**src/rtl/port_prioritizer.sv**
```systemverilog
`default_nettype none
// ============================================================================
// Module   : port_prioritizer
// Purpose  : Front end of the triple-ported memory path. Compacts the valid
//            requests of original ports 1..3 into priority slots 1..3
//            (slot 1 = highest priority). Each slot is tagged with the 2-bit
//            original port ID so that port_deprioritizer can route results
//            back. A round-robin pointer gives every port fair access to
//            slot 1. There is one registered output stage with a ready/valid
//            handshake.
//
// Parameters
//   WIDTH            data width per port
//   ROTATE           1 = round-robin priority pointer
//                    0 = fixed scan order 1 > 2 > 3
//
// Ports
//   clk              clock, all state on rising edge
//   rst_n            asynchronous active-low reset
//   portN_data_in    original port N data             (N = 1..3)
//   portN_valid_in   original port N request          (N = 1..3)
//   in_ready         bundle accepted this cycle if any valid_in is high
//   out_ready        downstream consumes the registered bundle
//   portN_data_out   slot N data                      (N = 1..3)
//   portN_valid_out  slot N valid                     (N = 1..3)
//   portN_orig_id    slot N original port ID          (N = 1..3)
//   bundle_valid     OR of all slot valids
//
// ID encoding: 2'b00 invalid, 2'b01 port 1, 2'b10 port 2, 2'b11 port 3.
//
// Revision : 1.0  initial release
// ============================================================================
module port_prioritizer #(
  parameter int WIDTH  = 8,
  parameter bit ROTATE = 1'b1
) (
  input  logic             clk,
  input  logic             rst_n,
  input  logic [WIDTH-1:0] port1_data_in,
  input  logic [WIDTH-1:0] port2_data_in,
  input  logic [WIDTH-1:0] port3_data_in,
  input  logic             port1_valid_in,
  input  logic             port2_valid_in,
  input  logic             port3_valid_in,
  output logic             in_ready,
  input  logic             out_ready,
  output logic [WIDTH-1:0] port1_data_out,
  output logic [WIDTH-1:0] port2_data_out,
  output logic [WIDTH-1:0] port3_data_out,
  output logic             port1_valid_out,
  output logic             port2_valid_out,
  output logic             port3_valid_out,
  output logic [1:0]       port1_orig_id,
  output logic [1:0]       port2_orig_id,
  output logic [1:0]       port3_orig_id,
  output logic             bundle_valid
);

  // --------------------------------------------------------------------------
  // Constants
  // --------------------------------------------------------------------------
  localparam int         c_num_ports  = 3;
  localparam logic [1:0] c_id_invalid = 2'b00;
  localparam logic [1:0] c_id_port1   = 2'b01;
  localparam logic [1:0] c_id_port2   = 2'b10;
  localparam logic [1:0] c_id_port3   = 2'b11;

  // Successor in the circular scan order 1 -> 2 -> 3 -> 1. An invalid ID
  // never reaches this function on a live path; it maps to port 1 so the
  // pointer can never leave the legal set.
  function automatic logic [1:0] f_next_id(input logic [1:0] id);
    logic [1:0] nxt;
    case (id)
      c_id_port1: nxt = c_id_port2;
      c_id_port2: nxt = c_id_port3;
      default:    nxt = c_id_port1;
    endcase
    return nxt;
  endfunction

  // --------------------------------------------------------------------------
  // Input views as small arrays indexed by (port ID - 1)
  // --------------------------------------------------------------------------
  logic [WIDTH-1:0]       w_in_data [c_num_ports];
  logic [c_num_ports-1:0] w_in_valid;

  assign w_in_data[0] = port1_data_in;
  assign w_in_data[1] = port2_data_in;
  assign w_in_data[2] = port3_data_in;
  assign w_in_valid   = {port3_valid_in, port2_valid_in, port1_valid_in};

  // --------------------------------------------------------------------------
  // Registered output bundle
  // --------------------------------------------------------------------------
  logic [WIDTH-1:0]       r_slot_data  [c_num_ports];
  logic [c_num_ports-1:0] r_slot_valid;
  logic [1:0]             r_slot_id    [c_num_ports];

  // --------------------------------------------------------------------------
  // Handshake
  // --------------------------------------------------------------------------
  // The output register may be refilled in the same cycle it is consumed,
  // so in_ready follows out_ready combinationally and no bubble is inserted.
  logic w_any_valid;
  logic w_accept;

  assign bundle_valid = |r_slot_valid;
  assign in_ready     = !bundle_valid || out_ready;
  assign w_any_valid  = |w_in_valid;
  assign w_accept     = in_ready && w_any_valid;

  // --------------------------------------------------------------------------
  // Priority pointer: the port ID that is examined first
  // --------------------------------------------------------------------------
  logic [1:0] w_rr_ptr;
  logic [1:0] w_slot_id [c_num_ports];

  generate
    if (ROTATE) begin : g_rr_ptr
      logic [1:0] r_rr_ptr;

      // After each accepted bundle the port that just won slot 1 drops to
      // the back of the scan order. An accepted bundle always has slot 1
      // filled, so w_slot_id[0] is a real port ID here.
      always_ff @(posedge clk or negedge rst_n) begin
        if (!rst_n) begin
          r_rr_ptr <= c_id_port1;
        end else if (w_accept) begin
          r_rr_ptr <= f_next_id(w_slot_id[0]);
        end
      end

      assign w_rr_ptr = r_rr_ptr;
    end else begin : g_fixed_ptr
      assign w_rr_ptr = c_id_port1;
    end
  endgenerate

  // --------------------------------------------------------------------------
  // Scan order: the three port IDs starting at the pointer
  // --------------------------------------------------------------------------
  logic [1:0]             w_scan_id    [c_num_ports];
  logic [WIDTH-1:0]       w_scan_data  [c_num_ports];
  logic [c_num_ports-1:0] w_scan_valid;

  assign w_scan_id[0] = w_rr_ptr;
  assign w_scan_id[1] = f_next_id(w_scan_id[0]);
  assign w_scan_id[2] = f_next_id(w_scan_id[1]);

  always_comb begin
    for (int k = 0; k < c_num_ports; k++) begin
      w_scan_data[k]  = '0;
      w_scan_valid[k] = 1'b0;
      case (w_scan_id[k])
        c_id_port1: begin
          w_scan_data[k]  = w_in_data[0];
          w_scan_valid[k] = w_in_valid[0];
        end
        c_id_port2: begin
          w_scan_data[k]  = w_in_data[1];
          w_scan_valid[k] = w_in_valid[1];
        end
        c_id_port3: begin
          w_scan_data[k]  = w_in_data[2];
          w_scan_valid[k] = w_in_valid[2];
        end
        default: begin
          w_scan_data[k]  = '0;
          w_scan_valid[k] = 1'b0;
        end
      endcase
    end
  end

  // --------------------------------------------------------------------------
  // Compaction: the k-th valid port found in scan order lands in slot k.
  // Unused slots keep data 0, valid 0, ID invalid.
  // --------------------------------------------------------------------------
  logic [WIDTH-1:0]       w_slot_data  [c_num_ports];
  logic [c_num_ports-1:0] w_slot_valid;
  logic [1:0]             w_fill;

  always_comb begin
    for (int s = 0; s < c_num_ports; s++) begin
      w_slot_data[s]  = '0;
      w_slot_valid[s] = 1'b0;
      w_slot_id[s]    = c_id_invalid;
    end
    w_fill = 2'd0;
    for (int k = 0; k < c_num_ports; k++) begin
      if (w_scan_valid[k]) begin
        // w_fill counts slots already used; it is at most 2 when a port is
        // placed because only three ports exist.
        case (w_fill)
          2'd0: begin
            w_slot_data[0]  = w_scan_data[k];
            w_slot_valid[0] = 1'b1;
            w_slot_id[0]    = w_scan_id[k];
          end
          2'd1: begin
            w_slot_data[1]  = w_scan_data[k];
            w_slot_valid[1] = 1'b1;
            w_slot_id[1]    = w_scan_id[k];
          end
          default: begin
            w_slot_data[2]  = w_scan_data[k];
            w_slot_valid[2] = 1'b1;
            w_slot_id[2]    = w_scan_id[k];
          end
        endcase
        w_fill = w_fill + 2'd1;
      end
    end
  end

  // --------------------------------------------------------------------------
  // Output stage
  // --------------------------------------------------------------------------
  // Load on accept; otherwise a consume (out_ready) returns the stage to its
  // reset values. When the stage is already empty that clear is a no-op, and
  // when out_ready is low the bundle holds.
  always_ff @(posedge clk or negedge rst_n) begin
    if (!rst_n) begin
      for (int s = 0; s < c_num_ports; s++) begin
        r_slot_data[s]  <= '0;
        r_slot_valid[s] <= 1'b0;
        r_slot_id[s]    <= c_id_invalid;
      end
    end else if (w_accept) begin
      for (int s = 0; s < c_num_ports; s++) begin
        r_slot_data[s]  <= w_slot_data[s];
        r_slot_valid[s] <= w_slot_valid[s];
        r_slot_id[s]    <= w_slot_id[s];
      end
    end else if (out_ready) begin
      for (int s = 0; s < c_num_ports; s++) begin
        r_slot_data[s]  <= '0;
        r_slot_valid[s] <= 1'b0;
        r_slot_id[s]    <= c_id_invalid;
      end
    end
  end

  assign port1_data_out  = r_slot_data[0];
  assign port2_data_out  = r_slot_data[1];
  assign port3_data_out  = r_slot_data[2];
  assign port1_valid_out = r_slot_valid[0];
  assign port2_valid_out = r_slot_valid[1];
  assign port3_valid_out = r_slot_valid[2];
  assign port1_orig_id   = r_slot_id[0];
  assign port2_orig_id   = r_slot_id[1];
  assign port3_orig_id   = r_slot_id[2];

  // --------------------------------------------------------------------------
  // Structural invariants of the registered bundle
  // --------------------------------------------------------------------------
  logic [3*WIDTH+3+6-1:0] w_out_flat;

  assign w_out_flat = {r_slot_data[2], r_slot_data[1], r_slot_data[0],
                       r_slot_valid,
                       r_slot_id[2], r_slot_id[1], r_slot_id[0]};

  // Slots fill from slot 1 upward with no gaps.
  a_compact : assert property (@(posedge clk) disable iff (!rst_n)
    (!r_slot_valid[1] || r_slot_valid[0]) && (!r_slot_valid[2] || r_slot_valid[1]));

  // A slot carries a real ID exactly when it is valid; empty slots carry 0 data.
  a_id_valid : assert property (@(posedge clk) disable iff (!rst_n)
    ((r_slot_id[0] != c_id_invalid) == r_slot_valid[0]) &&
    ((r_slot_id[1] != c_id_invalid) == r_slot_valid[1]) &&
    ((r_slot_id[2] != c_id_invalid) == r_slot_valid[2]) &&
    (r_slot_valid[0] || r_slot_data[0] == '0) &&
    (r_slot_valid[1] || r_slot_data[1] == '0) &&
    (r_slot_valid[2] || r_slot_data[2] == '0));

  // Valid slots never share an original port.
  a_distinct : assert property (@(posedge clk) disable iff (!rst_n)
    (!r_slot_valid[1] || r_slot_id[1] != r_slot_id[0]) &&
    (!r_slot_valid[2] || (r_slot_id[2] != r_slot_id[0] && r_slot_id[2] != r_slot_id[1])));

  // A stalled bundle is held unchanged.
  a_hold : assert property (@(posedge clk) disable iff (!rst_n)
    (bundle_valid && !out_ready) |=> $stable(w_out_flat));

endmodule

`default_nettype wire

```
**config.mk**
```make
export PLATFORM = sky130hd
export DESIGN_NAME = port_prioritizer
export DESIGN_NICKNAME = d
export VERILOG_FILES = /design/src/rtl/port_prioritizer.sv
export SDC_FILE = /design/constraint.sdc
export NUM_CORES = 1
export LEC_CHECK = 0
export BUFFER_PORTS_ARGS = -buffer_cell sky130_fd_sc_hd__buf_2
export CAP_MARGIN = 20
export CORE_MARGIN = 2
export CORE_UTILIZATION = 40
export DETAILED_ROUTE_END_ITERATION = 8
export GPL_TIMING_DRIVEN = 0
export PLACE_DENSITY = 0.6
export SYNTH_ARGS = -nofsm -noshare
export SYNTH_HDL_FRONTEND = slang
export SYNTH_SLANG_ARGS = --single-unit
```
**constraint.sdc**
```tcl
create_clock -name clk -period 4.95 [get_ports clk]
set_input_delay 0 -clock clk [delete_from_list [all_inputs] [get_ports clk]]
set_output_delay 0 -clock clk [all_outputs]
set_load 0.1 [all_outputs]
```
==> results of run 1 <==
-- layout make-up --
cell class | count | area share [%]
Tap cell | 72 | 3.21
Multi-Input combinational cell | 179 | 43.0
Buffer | 20 | 3.39
Timing Repair Buffer | 65 | 11.8
Sequential cell | 35 | 31.3
Inverter | 25 | 3.35
Clock buffer | 5 | 2.45
Clock inverter | 3 | 1.56
-- routing by layer --
metal / GRT usage (%) / vias up
met5: 0 / -
met4: 10.3 / 0
met3: 4.75 / 21
met2: 40.1 / 95
met1: 27.8 / 1138
li1: - / 1111
-- path summary, 6_finish.rpt --
kind                            cells after the start  slack (ns)                          endpoint
worst max-delay path                               13        1.85     port2_data_out[4]$_DFFE_PN0P_
worst min-delay path                                5        0.14     port1_data_out[3]$_DFFE_PN0P_
worst max register to register                     13        1.85     port2_data_out[4]$_DFFE_PN0P_
worst min register to register                      2        0.48     port1_data_out[3]$_DFFE_PN0P_
max in group asynchronous                           2        4.14  g_rr_ptr.r_rr_ptr[1]$_DFFE_PN0P_
min in group asynchronous                           2        0.30     port1_data_out[7]$_DFFE_PN0P_
-- through the flow --
step	util [%]	worst slack, ns	cells	hold WS [ns]	instance area (µm²)
3_3_place_gp	48.7	1.87	395	0.128	2680
2_1_floorplan	-	2.26	259	-0.296	2270
6_report	50.9	1.85	404	0.143	2810
5_1_grt	50.9	1.64	404	0.163	2810
4_1_cts	50.9	1.87	404	0.138	2810
3_5_place_dp	48.7	1.88	395	0.131	2680
-- cell usage in the layout (no fill, tap or decap), types with 2 or more instances in the layout --
master    Yosys  routed
a21o_1        3       3
a21oi_1      15      15
a221oi_1      7       7
a221oi_2      2       2
a222oi_1      8       8
a22o_1       11      11
a22oi_1       9       9
a311oi_1      8       8
buf_2         5      69
clkbuf_1     10      10
clkbuf_2      2       2
clkbuf_8      0       5
dfrtp_1      34      34
ha_1          7       7
inv_1        22      22
inv_2         2       2
mux2i_1       2       2
nand2_1      29      29
nand2b_1      2       2
nand3_1       2       2
nor2_1       21      21
nor3_1        2       2
o21ai_0      25      25
o21ai_1       2       2
o221ai_1      8       8
-- logic make-up (layout without fill, tap and decap cells) --
logic type	count (synthesis)	in the layout	synth area share, %
AO/OA/AOI/OAI	108	108	36.6
adder cells (fa/ha/maj)	7	7	3.85
buffers and inverters	45	118	8.31
flip-flops	35	35	38.6
multiplexers	2	2	0.881
AND/OR/NAND/NOR	62	62	11.7
-- flip-flops by register name, summed over array words and instances, names as in the netlist --
signal             flops
port3_data_out         8
g_rr_ptr.r_rr_ptr      2
r_slot_valid           3
port1_orig_id          2
port1_data_out         8
port2_orig_id          2
port2_data_out         8
port3_orig_id          2
-- critical path: cells and delay by family (launching register included) --
family                   cells  cell delay [ns]
AND/OR/NAND/NOR              2             0.26
adder cells (fa/ha/maj)      2             0.50
buffers and inverters        5             0.90
flip-flops                   1             0.57
AO/OA/AOI/OAI                4             0.82
==> metrics, run 1 <==
worst r2r src g_rr_ptr.r_rr_ptr[0]$_DFFE_PN1P_; site row count 27; status completed; Mapped Nets just under 300; largest net degree at the start of global routing 36; HPWL after DPL roughly 5200 µm; Die Wd between 70 and 80 µm; area delta synth->final 23.5%; crit path max fanout 10; drt drc 0; Worst Hold Class in2reg; Fin Clk Skew between 0.01 and 0.015 ns; fill count ~540; first-pass GRT wire length 11200 µm; Setup TNS Final 0 ns; IO buf count 64; hold wc startpoint port2_data_in[3]; sequential share of the synthesized area 38.6%; Distinct cells, synth 45; Crit. Startpoint g_rr_ptr.r_rr_ptr[0]$_DFFE_PN1P_; vias about 2400; Synth top area share between 30 and 40%; met2 wire length between 3000 and 4000 µm; Hold Violations, Final 0; Post-synth top flop dfrtp_1; WL/cell between 15 and 20 µm; met3 wire len 399 µm; diodes inserted 0; Clock Path Buffers 2; Synth top cells by count dfrtp_1 (34), nand2_1 (29), o21ai_0 (25); Mean Syn Cell Area slightly below 9 µm²; num ports 65; GRT Util Overall 23.2%; Final Critical Period 3.10 ns; Async S/R FF share, synth 100%; cts hold-fix bufs 1; #FFs+latches synth 35; RSZ-0062 raised after global routing false; First-pass DRT Iterations 6; routability cong. slightly above 0.9; Multi-input gate area 1210 µm²; slowest CP cell dfstp_2; final-report setup violation count 0; Layout Nets 368; Gate Count Post-Synth 259; clock root cell clkbuf_8; TritonCTS buffer count 5; Initial Utilization between 40% and 50%; Iteration-0 DRC Markers around 150; die area ~6300 µm²; most frequent cell after synthesis dfrtp_1; Worst-path clk slew 0.08 ns; critical-path cell list inv_1 > ha_1 > buf_2 > nand2_1 > a31oi_4 > inv_2 > buf_1 > ha_1 > inv_1 > a211oi_2 > a211oi_4 > a221oi_1 > nor2_1; post-route ant nets 0; TritonCTS clock tree done; post-CTS sizing 0; Synth Cell Area 2270 µm²; Seq. cell area just under 900 µm²; largest area contributor in the netlist dfrtp_1; worst-margin pin slew about 0.77 ns; clk_lat worst skew approximately 0.30 ns; Routed WL around 7000 µm; post-route clock period utilization roughly 63%; core area 5510 µm²; fraction of layout cells with a size suffix above 1 around 28%; CP Launch Type flop; Ys Warns 0; crit path DAT 3.33 ns; vias in the first global route around 2400; CTS Sinks 35; GRT Residual Overflow 0; Metal-1 WL approximately 3000 µm; Crit path required time around 5.2 ns; EDFF count, synth 0; Post-CTS Setup Repair Bufs 0; max-cap check violation count 0; Max Used Layer met4; Slew Viols, Final 0; Die Ht around 79 µm; fmax 322 MHz; crit end category flop; critical path class reg2reg; initial antenna violation count 0; vias per cell between 5 and 6; Synth area leaders dfrtp_1 (37%), o21ai_0 (5.5%), nand2_1 (4.8%), a22o_1 (4.2%), ha_1 (3.9%); Largest stage delay, worst path 0.57 ns; slew margin rel. between 40% and 50%; htree depth 2
Power of run 1 is not shown: default switching activity piles up to over one toggle a cycle in this logic, so the estimate is an artifact.
==> run 2: changes to the inputs <==
--- a/config.mk
+++ b/config.mk
@@ -11,7 +11,7 @@
 export CORE_UTILIZATION = 40
 export DETAILED_ROUTE_END_ITERATION = 8
 export GPL_TIMING_DRIVEN = 0
-export PLACE_DENSITY = 0.6
+export PLACE_DENSITY = 0.63
 export SYNTH_ARGS = -nofsm -noshare
 export SYNTH_HDL_FRONTEND = slang
 export SYNTH_SLANG_ARGS = --single-unit
==> constraint.sdc (replaced) <==
create_clock -name clk -period 2.8 [get_ports clk]
set_input_delay 0 -clock clk [delete_from_list [all_inputs] [get_ports clk]]
set_output_delay 0 -clock clk [all_outputs]
set_load 0.1 [all_outputs]
==> metrics, run 2 (synthesis results as in run 1) <==
Crit path required time 2.97 ns (-2.21 ns); most common cell after layout, fill and taps aside buf_2; routability cong. 0.885 (-5.0%); Routed WL 7280 µm (+4.0%); crit end category flop; drt drc 0 (unchanged); initial antenna violation count 0 (unchanged); status completed; dpl cells 395 (unchanged); diodes inserted 0 (unchanged); Fin Clk Skew 0.00290 ns (-0.00969 ns); core area 5510 µm² (unchanged); Clock Path Buffers 2 (unchanged); vias in the first global route 2285 (-3.7%); Worst Hold Class in2reg; IO buf count 64 (unchanged); final-report setup violation count 0 (unchanged); slew margin rel. 46.6% (-2.2 points); area delta synth->final 35.8%; WL/cell 17.5 µm (+1.2%); Die Ht 79.4 µm (unchanged); Layout Nets 379 (+3.0%); worst-margin pin slew 0.802 ns (+0.0328 ns); die area 6300 µm² (unchanged); HPWL after DPL 5080 µm (-1.7%); htree depth 2 (unchanged); crit path DAT 2.89 ns (-0.44 ns); Hold Violations, Final 0 (unchanged); Die Wd 79.4 µm (unchanged); Worst-path clk slew 0.07 ns (about the same); num ports 65 (unchanged); CP Launch Type flop; Final Critical Period 2.71 ns (-0.389 ns); fraction of layout cells with a size suffix above 1 36.2% (+7.8 points); First-pass DRT Iterations 5 (-1); Crit. Startpoint g_rr_ptr.r_rr_ptr[0]$_DFFE_PN1P_; Iteration-0 DRC Markers 250 (+70%); clk_lat worst skew 0.29 ns (about the same); GRT Util Overall 23.1% (-0.11 points); site row count 27 (unchanged); clock root cell clkbuf_8; max-cap check violation count 0 (unchanged); largest net degree at the start of global routing 36 (unchanged); Initial Utilization 41.3% (unchanged); worst r2r src g_rr_ptr.r_rr_ptr[0]$_DFFE_PN1P_; Slew Viols, Final 0 (unchanged); vias per cell 5.84 (-0.22%); GRT Residual Overflow 0 (unchanged); critical path class reg2reg; post-route clock period utilization 96.9% (+34 points); first-pass GRT wire length 11200 µm (-0.30%); hold wc startpoint port2_data_in[7]; most frequent cells in the layout buf_2 (67), dfrtp_1 (33), nand2_1 (27); post-route ant nets 0 (unchanged); crit path max fanout 10 (unchanged); Fin Hold WS 0.150 ns (+0.00662 ns); fmax 369 MHz (+14%); TritonCTS clock tree done; vias 2424 (+2.5%); Final Non-Filler Cells 415 (+2.7%); CTS Sinks 35 (unchanged); TritonCTS buffer count 5 (unchanged)
run 2: changes by cell type in the layout (fill, tap and decap cells not counted), moves of 3 or more:
cell / change
ha_1: -4
buf_4: +13
a221oi_1: -7
ha_4: +4
a221oi_2: +5
inv_4: +3
run 2: area by class of cell:
type | instances | area (µm²)
fillers | 510 | 2420
multi-input cells | 179 | 1350
flip-flops and latches | 35 | 878
repair buffers | 77 | 433
plain buffers | 19 | 118
inverters | 25 | 101
well taps | 72 | 90.1
clock buffers | 6 | 82.6
clock inverters | 2 | 35.0
run 2: worst max-delay path: stages (launching register included):
cell	delay, ns
dfstp_2	0.62
inv_4	0.06
ha_4	0.26
nand2b_4	0.15
a21o_1	0.19
nand2_4	0.09
inv_4	0.05
ha_4	0.26
inv_1	0.06
a211oi_4	0.27
a211oi_4	0.06
buf_12	0.16
a221oi_2	0.27
nor2_1	0.08
run 2: stage by stage:
| step | setup slack (ns) | setup TNS (ns) | cell area [µm²] | util (%) |
|---|---|---|---|---|
| detailed placement | -0.295 | -3.94 | 2680 | 48.7 |
| finish | 0.0866 | 0 | 3090 | 56.0 |
| global placement | -0.255 | -3.44 | 2680 | 48.7 |
| global route | -0.0264 | -0.0264 | 3090 | 56.0 |
| floorplan | 0.113 | 0 | 2270 | - |
| CTS | 0.0190 | 0 | 2930 | 53.1 |
run 2: worst paths after layout:
kind	to	slack [ns]	cells after the start
max in group asynchronous	g_rr_ptr.r_rr_ptr[1]$_DFFE_PN0P_	1.91	2
hold / removal	port1_data_out[7]$_DFFE_PN0P_	0.15	5
setup reg to reg	port2_data_out[6]$_DFFE_PN0P_	0.09	13
hold reg to reg	port1_data_out[0]$_DFFE_PN0P_	0.48	2
setup / recovery	port2_data_out[6]$_DFFE_PN0P_	0.09	13
min in group asynchronous	port1_data_out[4]$_DFFE_PN0P_	0.34	2
run 2: layer usage:
| metal | global-route usage (%) | wire length [µm] |
|---|---|---|
| met1 | 29.1 | 3100 |
| met2 | 39.7 | 3610 |
| met4 | 7.76 | 90 |
| met5 | 0 | 0 |
| met3 | 4.52 | 477 |
run 2: timing repair:
item,CTS,global route
hold buffers,1,0
endpoints found under the hold margin,34,0
gates resized for setup,16,21
pin swaps,2,9
endpoints found under the setup margin,21,19
buffers inserted,3,9
Power of run 2 is left out for the same reason.
